===== config.mk =====
export PLATFORM = sky130hd
export DESIGN_NAME = simd_proc_ctrl
export DESIGN_NICKNAME = d
export VERILOG_FILES = /design/src/rtl/simd_proc_ctrl.sv
export SDC_FILE = /design/constraint.sdc
export NUM_CORES = 2
export LEC_CHECK = 0
export BUFFER_PORTS_ARGS = -buffer_cell sky130_fd_sc_hd__buf_2
export CAP_MARGIN = 10
export CORE_MARGIN = 8
export CORE_UTILIZATION = 45
export DETAILED_ROUTE_END_ITERATION = 16
export GPL_ROUTABILITY_DRIVEN = 0
export GPL_TIMING_DRIVEN = 0
export SLEW_MARGIN = 40
export SYNTH_ARGS = -nofsm -noshare
export SYNTH_HDL_FRONTEND = slang
export SYNTH_SLANG_ARGS = --single-unit

===== constraint.sdc =====
create_clock -name i_clk -period 9.3 [get_ports i_clk]
set_input_delay 1.86 -clock i_clk [delete_from_list [all_inputs] [get_ports i_clk]]
set_output_delay 1.86 -clock i_clk [all_outputs]
set_load 0.01 [all_outputs]

===== src/rtl/simd_proc_ctrl.sv =====
// Per-processor SIMD front-end: receives LD/LD/INFO/STORE from the issuer, then runs an
// element-wise vector op over a single-port request/grant memory interface.
module simd_proc_ctrl #(
  parameter int unsigned ADDR_WIDTH  = 16,
  parameter int unsigned DATA_WIDTH  = 32,
  parameter int unsigned COUNT_WIDTH = 8,
  parameter int unsigned OP_WIDTH    = 2
) (
  input  logic                  i_clk,
  input  logic                  i_rstn,
  input  logic                  i_en,
  input  logic                  i_ack,
  input  logic [ADDR_WIDTH+1:0] i_instr,
  output logic                  o_busy,
  output logic                  o_finish,
  output logic                  o_error,
  output logic                  o_mem_req,
  output logic                  o_mem_we,
  output logic [ADDR_WIDTH-1:0] o_mem_addr,
  output logic [DATA_WIDTH-1:0] o_mem_wdata,
  input  logic                  i_mem_gnt,
  input  logic                  i_mem_rvalid,
  input  logic [DATA_WIDTH-1:0] i_mem_rdata
);

  localparam logic [1:0] INSTR_LD    = 2'd1;
  localparam logic [1:0] INSTR_INFO  = 2'd2;
  localparam logic [1:0] INSTR_STORE = 2'd3;

  localparam int unsigned IDX_WIDTH  = COUNT_WIDTH + 1;
  localparam int unsigned INFO_WIDTH = COUNT_WIDTH + OP_WIDTH;

  typedef enum logic [3:0] {
    StIdle, StRxLd0, StRxLd1, StRxInfo, StRxSt,
    StRdA, StWaA, StRdB, StWaB, StWr, StDone
  } state_e;

  state_e                 state_q, state_d;
  logic [ADDR_WIDTH-1:0]  addr_a_q, addr_a_d;
  logic [ADDR_WIDTH-1:0]  addr_b_q, addr_b_d;
  logic [ADDR_WIDTH-1:0]  addr_w_q, addr_w_d;
  logic [COUNT_WIDTH-1:0] count_q, count_d;
  logic [OP_WIDTH-1:0]    op_q, op_d;
  logic [IDX_WIDTH-1:0]   idx_q, idx_d;
  logic [DATA_WIDTH-1:0]  a_q, a_d;
  logic [DATA_WIDTH-1:0]  b_q, b_d;
  logic                   error_q, error_d;

  logic [1:0]             instr_type;
  logic [ADDR_WIDTH-1:0]  payload;
  logic [INFO_WIDTH-1:0]  info;
  logic [IDX_WIDTH-1:0]   idx_inc;
  logic [ADDR_WIDTH-1:0]  idx_addr;
  logic [DATA_WIDTH-1:0]  result;

  assign instr_type = i_instr[ADDR_WIDTH+1 -: 2];
  assign payload    = i_instr[ADDR_WIDTH-1:0];
  assign info       = payload[ADDR_WIDTH-1 -: INFO_WIDTH];
  assign idx_inc    = idx_q + IDX_WIDTH'(1);
  assign idx_addr   = ADDR_WIDTH'(idx_q);

  always_comb begin
    result = '0;
    case (op_q)
      OP_WIDTH'(0): result = a_q + b_q;
      OP_WIDTH'(1): result = a_q - b_q;
      OP_WIDTH'(2): result = a_q * b_q;
      default:      result = a_q ^ b_q;
    endcase
  end

  always_ff @(posedge i_clk or negedge i_rstn) begin
    if (!i_rstn) begin
      state_q  <= StIdle;
      addr_a_q <= '0;
      addr_b_q <= '0;
      addr_w_q <= '0;
      count_q  <= '0;
      op_q     <= '0;
      idx_q    <= '0;
      a_q      <= '0;
      b_q      <= '0;
      error_q  <= 1'b0;
    end else begin
      state_q  <= state_d;
      addr_a_q <= addr_a_d;
      addr_b_q <= addr_b_d;
      addr_w_q <= addr_w_d;
      count_q  <= count_d;
      op_q     <= op_d;
      idx_q    <= idx_d;
      a_q      <= a_d;
      b_q      <= b_d;
      error_q  <= error_d;
    end
  end

  always_comb begin
    state_d  = state_q;
    addr_a_d = addr_a_q;
    addr_b_d = addr_b_q;
    addr_w_d = addr_w_q;
    count_d  = count_q;
    op_d     = op_q;
    idx_d    = idx_q;
    a_d      = a_q;
    b_d      = b_q;
    error_d  = error_q;
    unique case (state_q)
      StIdle: if (i_en) state_d = StRxLd0;
      StRxLd0: if (i_ack) begin
        if (instr_type == INSTR_LD) begin
          addr_a_d = payload;
          state_d  = StRxLd1;
        end else begin
          error_d = 1'b1;
          state_d = StDone;
        end
      end
      StRxLd1: if (i_ack) begin
        if (instr_type == INSTR_LD) begin
          addr_b_d = payload;
          state_d  = StRxInfo;
        end else begin
          error_d = 1'b1;
          state_d = StDone;
        end
      end
      StRxInfo: if (i_ack) begin
        if (instr_type == INSTR_INFO) begin
          {count_d, op_d} = info;
          state_d         = StRxSt;
        end else begin
          error_d = 1'b1;
          state_d = StDone;
        end
      end
      StRxSt: if (i_ack) begin
        if (instr_type == INSTR_STORE) begin
          addr_w_d = payload;
          idx_d    = '0;
          state_d  = (count_q == '0) ? StDone : StRdA;
        end else begin
          error_d = 1'b1;
          state_d = StDone;
        end
      end
      StRdA: if (i_mem_gnt) state_d = StWaA;
      // Read data is only taken in the cycle after the grant, never with it.
      StWaA: if (i_mem_rvalid) begin
        a_d     = i_mem_rdata;
        state_d = StRdB;
      end
      StRdB: if (i_mem_gnt) state_d = StWaB;
      StWaB: if (i_mem_rvalid) begin
        b_d     = i_mem_rdata;
        state_d = StWr;
      end
      StWr: if (i_mem_gnt) begin
        idx_d   = idx_inc;
        state_d = (idx_inc == {1'b0, count_q}) ? StDone : StRdA;
      end
      StDone: if (i_ack) begin
        error_d = 1'b0;
        state_d = StIdle;
      end
      default: state_d = StIdle;
    endcase
  end

  always_comb begin
    o_busy      = (state_q != StIdle);
    o_finish    = (state_q == StDone);
    o_error     = (state_q == StDone) && error_q;
    o_mem_req   = 1'b0;
    o_mem_we    = 1'b0;
    o_mem_addr  = '0;
    o_mem_wdata = '0;
    case (state_q)
      StRdA: begin
        o_mem_req  = 1'b1;
        o_mem_addr = addr_a_q + idx_addr;
      end
      StRdB: begin
        o_mem_req  = 1'b1;
        o_mem_addr = addr_b_q + idx_addr;
      end
      StWr: begin
        o_mem_req   = 1'b1;
        o_mem_we    = 1'b1;
        o_mem_addr  = addr_w_q + idx_addr;
        o_mem_wdata = result;
      end
      default: ;
    endcase
  end

endmodule


# After elaboration in Yosys (flattened, before gate mapping)
# Cells that the tools add are included.
[totals]
input_bits = 56
ff_bits = 136
output_inout_bits = 53
wordCells = 103
[op_classes]
n_mul = 1
eq_ne = 32
n_mux = 35
n_bitwise = 1
reduce_logical = 18
n_addsub = 6
[ops]
columns = ["op", "n"]
rows = [
  ["$pmux W32 S3", 1],
  ["$mux W4", 17],
  ["$add A16 B9 Y16", 3],
  ["$pmux W16 S3", 1],
  ["$pmux W4 S11", 1],
  ["$add A32 B32 Y32", 1],
  ["$mul A32 B32 Y32", 1],
  ["$mux W32", 1],
  ["$sub A32 B32 Y32", 1],
  ["$xor A32 B32 Y32", 1],
  ["$ne A2 B2 Y1 const B", 15],
  ["$mux W9", 3],
  ["$pmux W9 S2", 1],
  ["$eq A4 B3 Y1 const B", 4],
  ["$eq A4 B4 Y1 const B", 3],
  ["$reduce_and A3 Y1", 4],
  ["$reduce_and A11 Y1", 1],
  ["$add A9 B1 Y9 const B", 1],
  ["$eq A9 B8 Y1", 1],
  ["$mux W1", 9],
  ["$eq A4 B2 Y1 const B", 2],
  ["$logic_not A8 Y1", 1],
  ["$reduce_and A8 Y1", 1],
  ["$reduce_bool A4 Y1", 2],
  ["other kinds (13)", 17],
]

# Depth between registers and ports, before layout
[logic_depth]
ltp_word = 5
mapped_depth = 27
mapped_depth_nobuf = 26

# Worst setup path before layout
# Ideal clock, no wire load.
[synth_path]
path_type = "register to output"
from = "register a_q[12]"
to = "output port o_mem_wdata[31]"
arrival_ps = 7045
slack_ps = 395
stages_incl_launch_ff = 26
required_time_ps = 7440
path_buffers = 2
cell_sequence = "dfrtp_1 -> clkbuf_1 -> clkbuf_1 -> and2_1 -> fa_1 -> fa_1 -> fa_1 -> inv_1 -> fa_1 -> inv_1 -> fa_1 -> inv_1 -> fa_1 -> inv_1 -> fa_1 -> fa_1 -> ha_1 -> and2_4 -> a2111oi_4 -> a31oi_4 -> a221oi_4 -> o21ai_2 -> a31oi_4 -> xnor2_1 -> o21ai_2 -> o211a_1"
[synth_via]
elab_chain_len = 3
word_cells_on_any_way = 5
cone_classes = "add/sub: 2; mul: 1; mux: 2"
[synth_lines]
columns = ["item", "line_no", "source"]
rows = [
  ["start: declaration", "45", "logic [DATA_WIDTH-1:0] a_q, a_d;"],
  ["start signal: assignment", "81", "a_q <= '0;"],
  ["start signal: assignment", "92", "a_q <= a_d;"],
  ["$mul A32 B32 Y32 (tied with other cells)", "67", "OP_WIDTH'(2): result = a_q * b_q;"],
  ["$pmux W32 S3 *", "64", "case (op_q)"],
  ["$mux W32 *", "179", "case (state_q)"],
  ["end: declaration", "20", "output logic [DATA_WIDTH-1:0] o_mem_wdata,"],
]
# Mark *: on every way between the ends. The rest lies on a longest branch, timed or not.

# Worst setup path after layout
[layout_path]
from = "register b_q[5]"
to = "output port o_mem_wdata[31]"
[layout_via]
elab_chain_len = 3
word_cells_on_any_way = 5
cone_classes = "add/sub: 2; mul: 1; mux: 2"
[layout_lines]
columns = ["item", "line_no", "source"]
rows = [
  ["start: declaration", "46", "logic [DATA_WIDTH-1:0] b_q, b_d;"],
  ["start signal: assignment", "82", "b_q <= '0;"],
  ["start signal: assignment", "93", "b_q <= b_d;"],
  ["$mul A32 B32 Y32 (tied with other cells)", "67", ""],
  ["$pmux W32 S3 *", "64", ""],
  ["$mux W32 *", "179", ""],
]
# Marked as above.

==> flow_metrics.tcl <==
set metrics [dict create \
    crit_path_start_kind "flip-flop" \
    synthMostInstantiatedCell "inv_1" \
    drive_gt1_share_pct 19.3 \
    yosysSeqAreaShare_pct 13.4 \
    syn-num-nets 3389 \
    root_buffer "clkbuf_16" \
    cpLargestDelayFamily "adder cells" \
    worst-path-max-fanout 4 \
    max_freq_ghz 0.102 \
    postRouteAntennaNets 0 \
    relSlewSlack_pct 40.2 \
    r2r_end "state_q[0]" \
    drtIter0Drc 1722 \
    hold_path.class "reg2reg" \
    grt_setup_unrepaired "true" \
    crit_top_cell "fa_1" \
    ioPinCount 109 \
    syn_area_um2 25500 \
    dp_hpwl_um 72100 \
    wl_per_cell_um 24.9 \
    final.setup_skew_ns 0.0122 \
    die_w_um 254 \
    die_h_um 254 \
    viasPerCell 5.63 \
    violations "negative setup slack" \
    synth-async-reset-ratio_pct 100 \
    end_kind "output port" \
    drc_errors 0 \
    drv_slew 0 \
    r2r-start "idx_q[0]" \
    clock_latency_ns 0.44 \
    ys_ff_latch 136 \
    worstMarginPinSlew_ns 0.898 \
    pre_cts_ws_ns -1.77 \
    reg2reg_depth 12 \
    yosysTopAreaCell "fa_1" \
    area_growth_pct 15.0 \
    hold_violations 0 \
    crit_start "b_q[5]" \
    synth_edf_count 0 \
    numCtsBuffers 17 \
    avgSynthCellArea_um2 9.29 \
    start_util_pct 45.3 \
    synth_commonest_cells "inv_1, fa_1, nand2_1" \
    dr.pass1.iters 7 \
    fin_area_um2 29300 \
    dr_total_vias 20800 \
    slowest_stage "fa_1" \
    htreeDepth 4 \
    cts_tree "built" \
    antenna_found_initial 4 \
    synthCells 2742 \
    worstSetupPathType "reg2out" \
    path_clk_slew_ns 0.07 \
    core_um2 56200 \
    place_area_um2 27000 \
    required_ns 7.44 \
    hold_start "error_q" \
    whs_endpoint "error_q" \
    setup-violations-final 13 \
    synth.top_cell.area_share_pct 32.2 \
    synth_warnings 0 \
    fillCellCount 5257 \
    cap_violations 0 \
    row_count 87 \
    die_area_um2 64400 \
    first_global_vias 22500 \
    grt_overflow 0 \
    critPathBufInv 8 \
    fin_nets 3568 \
    worst-r2r-setup-slack_ns 6.59 \
    grt.total_usage_pct 28.9 \
    cts_sinks 136 \
    max_stage_delay_ns 0.55 \
    synth_area_leaders "fa_1, dfrtp_1, ha_1" \
    grt_pass1_wl_um 138000 \
    routed_wl_um 91900 \
    synthFlopType "dfrtp_1" \
    hold_depth 2 \
    status "complete, but fails checks" \
    port_buffers 107 \
    fin_ws_ns -0.482 \
    min_period_ns 9.78 \
    period_share_pct 105 \
    grt_max_degree 58 \
    yosysUniqueCellTypes 93 \
    cts_buffer_depth 2 \
    arrival_ns 7.92 \
    final_util_pct 52.1 \
]
==> state kept, by name (all words and copies together) (netlist names), 4 cells and up <==
name / count
addr_w_q: 16
addr_a_q: 16
idx_q: 9
a_q: 32
addr_b_q: 16
b_q: 32
state_q: 4
count_q: 8
==> worst reg2reg max path: stages, from the launching register on <==
cell and delay, ns:
dfrtp_1 0.48, ha_1 0.29, and3_1 0.23, and3_1 0.16, clkbuf_1 0.22, nand2_1 0.10
xor2_1 0.14, nand3_1 0.10, a21oi_2 0.16, nor2_1 0.06, a221oi_2 0.24, o31ai_1 0.13
mux2_2 0.27
==> cells in the final DEF, fill, tap and decap left out, types with 21 or more instances in the layout <==
cell / instances
inv_1: 409
fa_1: 405
nand2_1: 313
and2_1: 295
ha_1: 169
mux2_2: 123
buf_2: 120
xnor2_1: 114
dfrtp_1: 114
nor2_1: 84
a21oi_1: 69
o21ai_0: 66
xor2_1: 51
buf_4: 45
clkbuf_1: 41
clkbuf_8: 33
nand3_1: 26
clkbuf_2: 24
clkbuf_16: 24
a21o_1: 21
==> cell type report <==
cell class | count | area (um^2) | share of cell area (%)
clock buffers | 18 | 439 | 1.50
inverters | 413 | 1550 | 5.29
multi-input cells | 2038 | 20400 | 69.8
flip-flops and latches | 136 | 3440 | 11.7
clock inverters | 14 | 133 | 0.453
well taps | 756 | 946 | 3.23
plain buffers | 153 | 1240 | 4.23
diodes | 6 | 15.0 | 0.0513
repair buffers | 162 | 1100 | 3.74
==> worst max-delay path by stage <==
stage	cells after the start	to	slack, ns
global placement	24	o_mem_wdata[24]	-1.92
detailed placement	25	o_mem_wdata[24]	-1.77
CTS	27	o_mem_wdata[31]	-0.54
finish	27	o_mem_wdata[31]	-0.48
floorplan	25	o_mem_wdata[31]	0.39
global route	27	o_mem_wdata[31]	-0.63
==> kinds of logic after synthesis <==
kind of cell               share of synthesized area [%]
AOI/OAI and AO/OA                                   8.62
xor gates and xnor gates                            6.08
adders and majority gates                           41.1
buffers and inverters                               8.72
DFF                                                 13.4
muxes                                               5.64
and+or+nand+nor                                     16.4
==> routing by layer <==
metal	global-route usage [%]	share of wire [%]	vias to the layer above
li1	-	-	8966
met1	37.4	40	10500
met2	44.6	44	1044
met3	6.73	9.7	270
met4	15.7	6.5	4
met5	0	0.025	-
==> what timing repair did <==
| item | CTS | global route |
|---|---|---|
| buffers inserted | 41 | 11 |
| pin swaps | 43 | 30 |
| setup endpoints to repair | 22 | 18 |
| hold buffers | 0 | 0 |
| gates resized for setup | 263 | 78 |
| gates cloned | 1 | 0 |
==> per-stage QoR <==
stage | cells | hold WS (ns) | TNS (ns)
global route | 3691 | 0.505 | -6.53
floorplan | 2742 | 0.442 | 0
CTS | 3679 | 0.481 | -4.50
detailed placement | 3608 | 0.467 | -20.96
finish | 3696 | 0.476 | -4.31
global placement | 3605 | 0.454 | -24.79
Power is left out: the tool's default activity adds up to more than one toggle a clock period on the data nets, which glitch-free logic cannot reach.
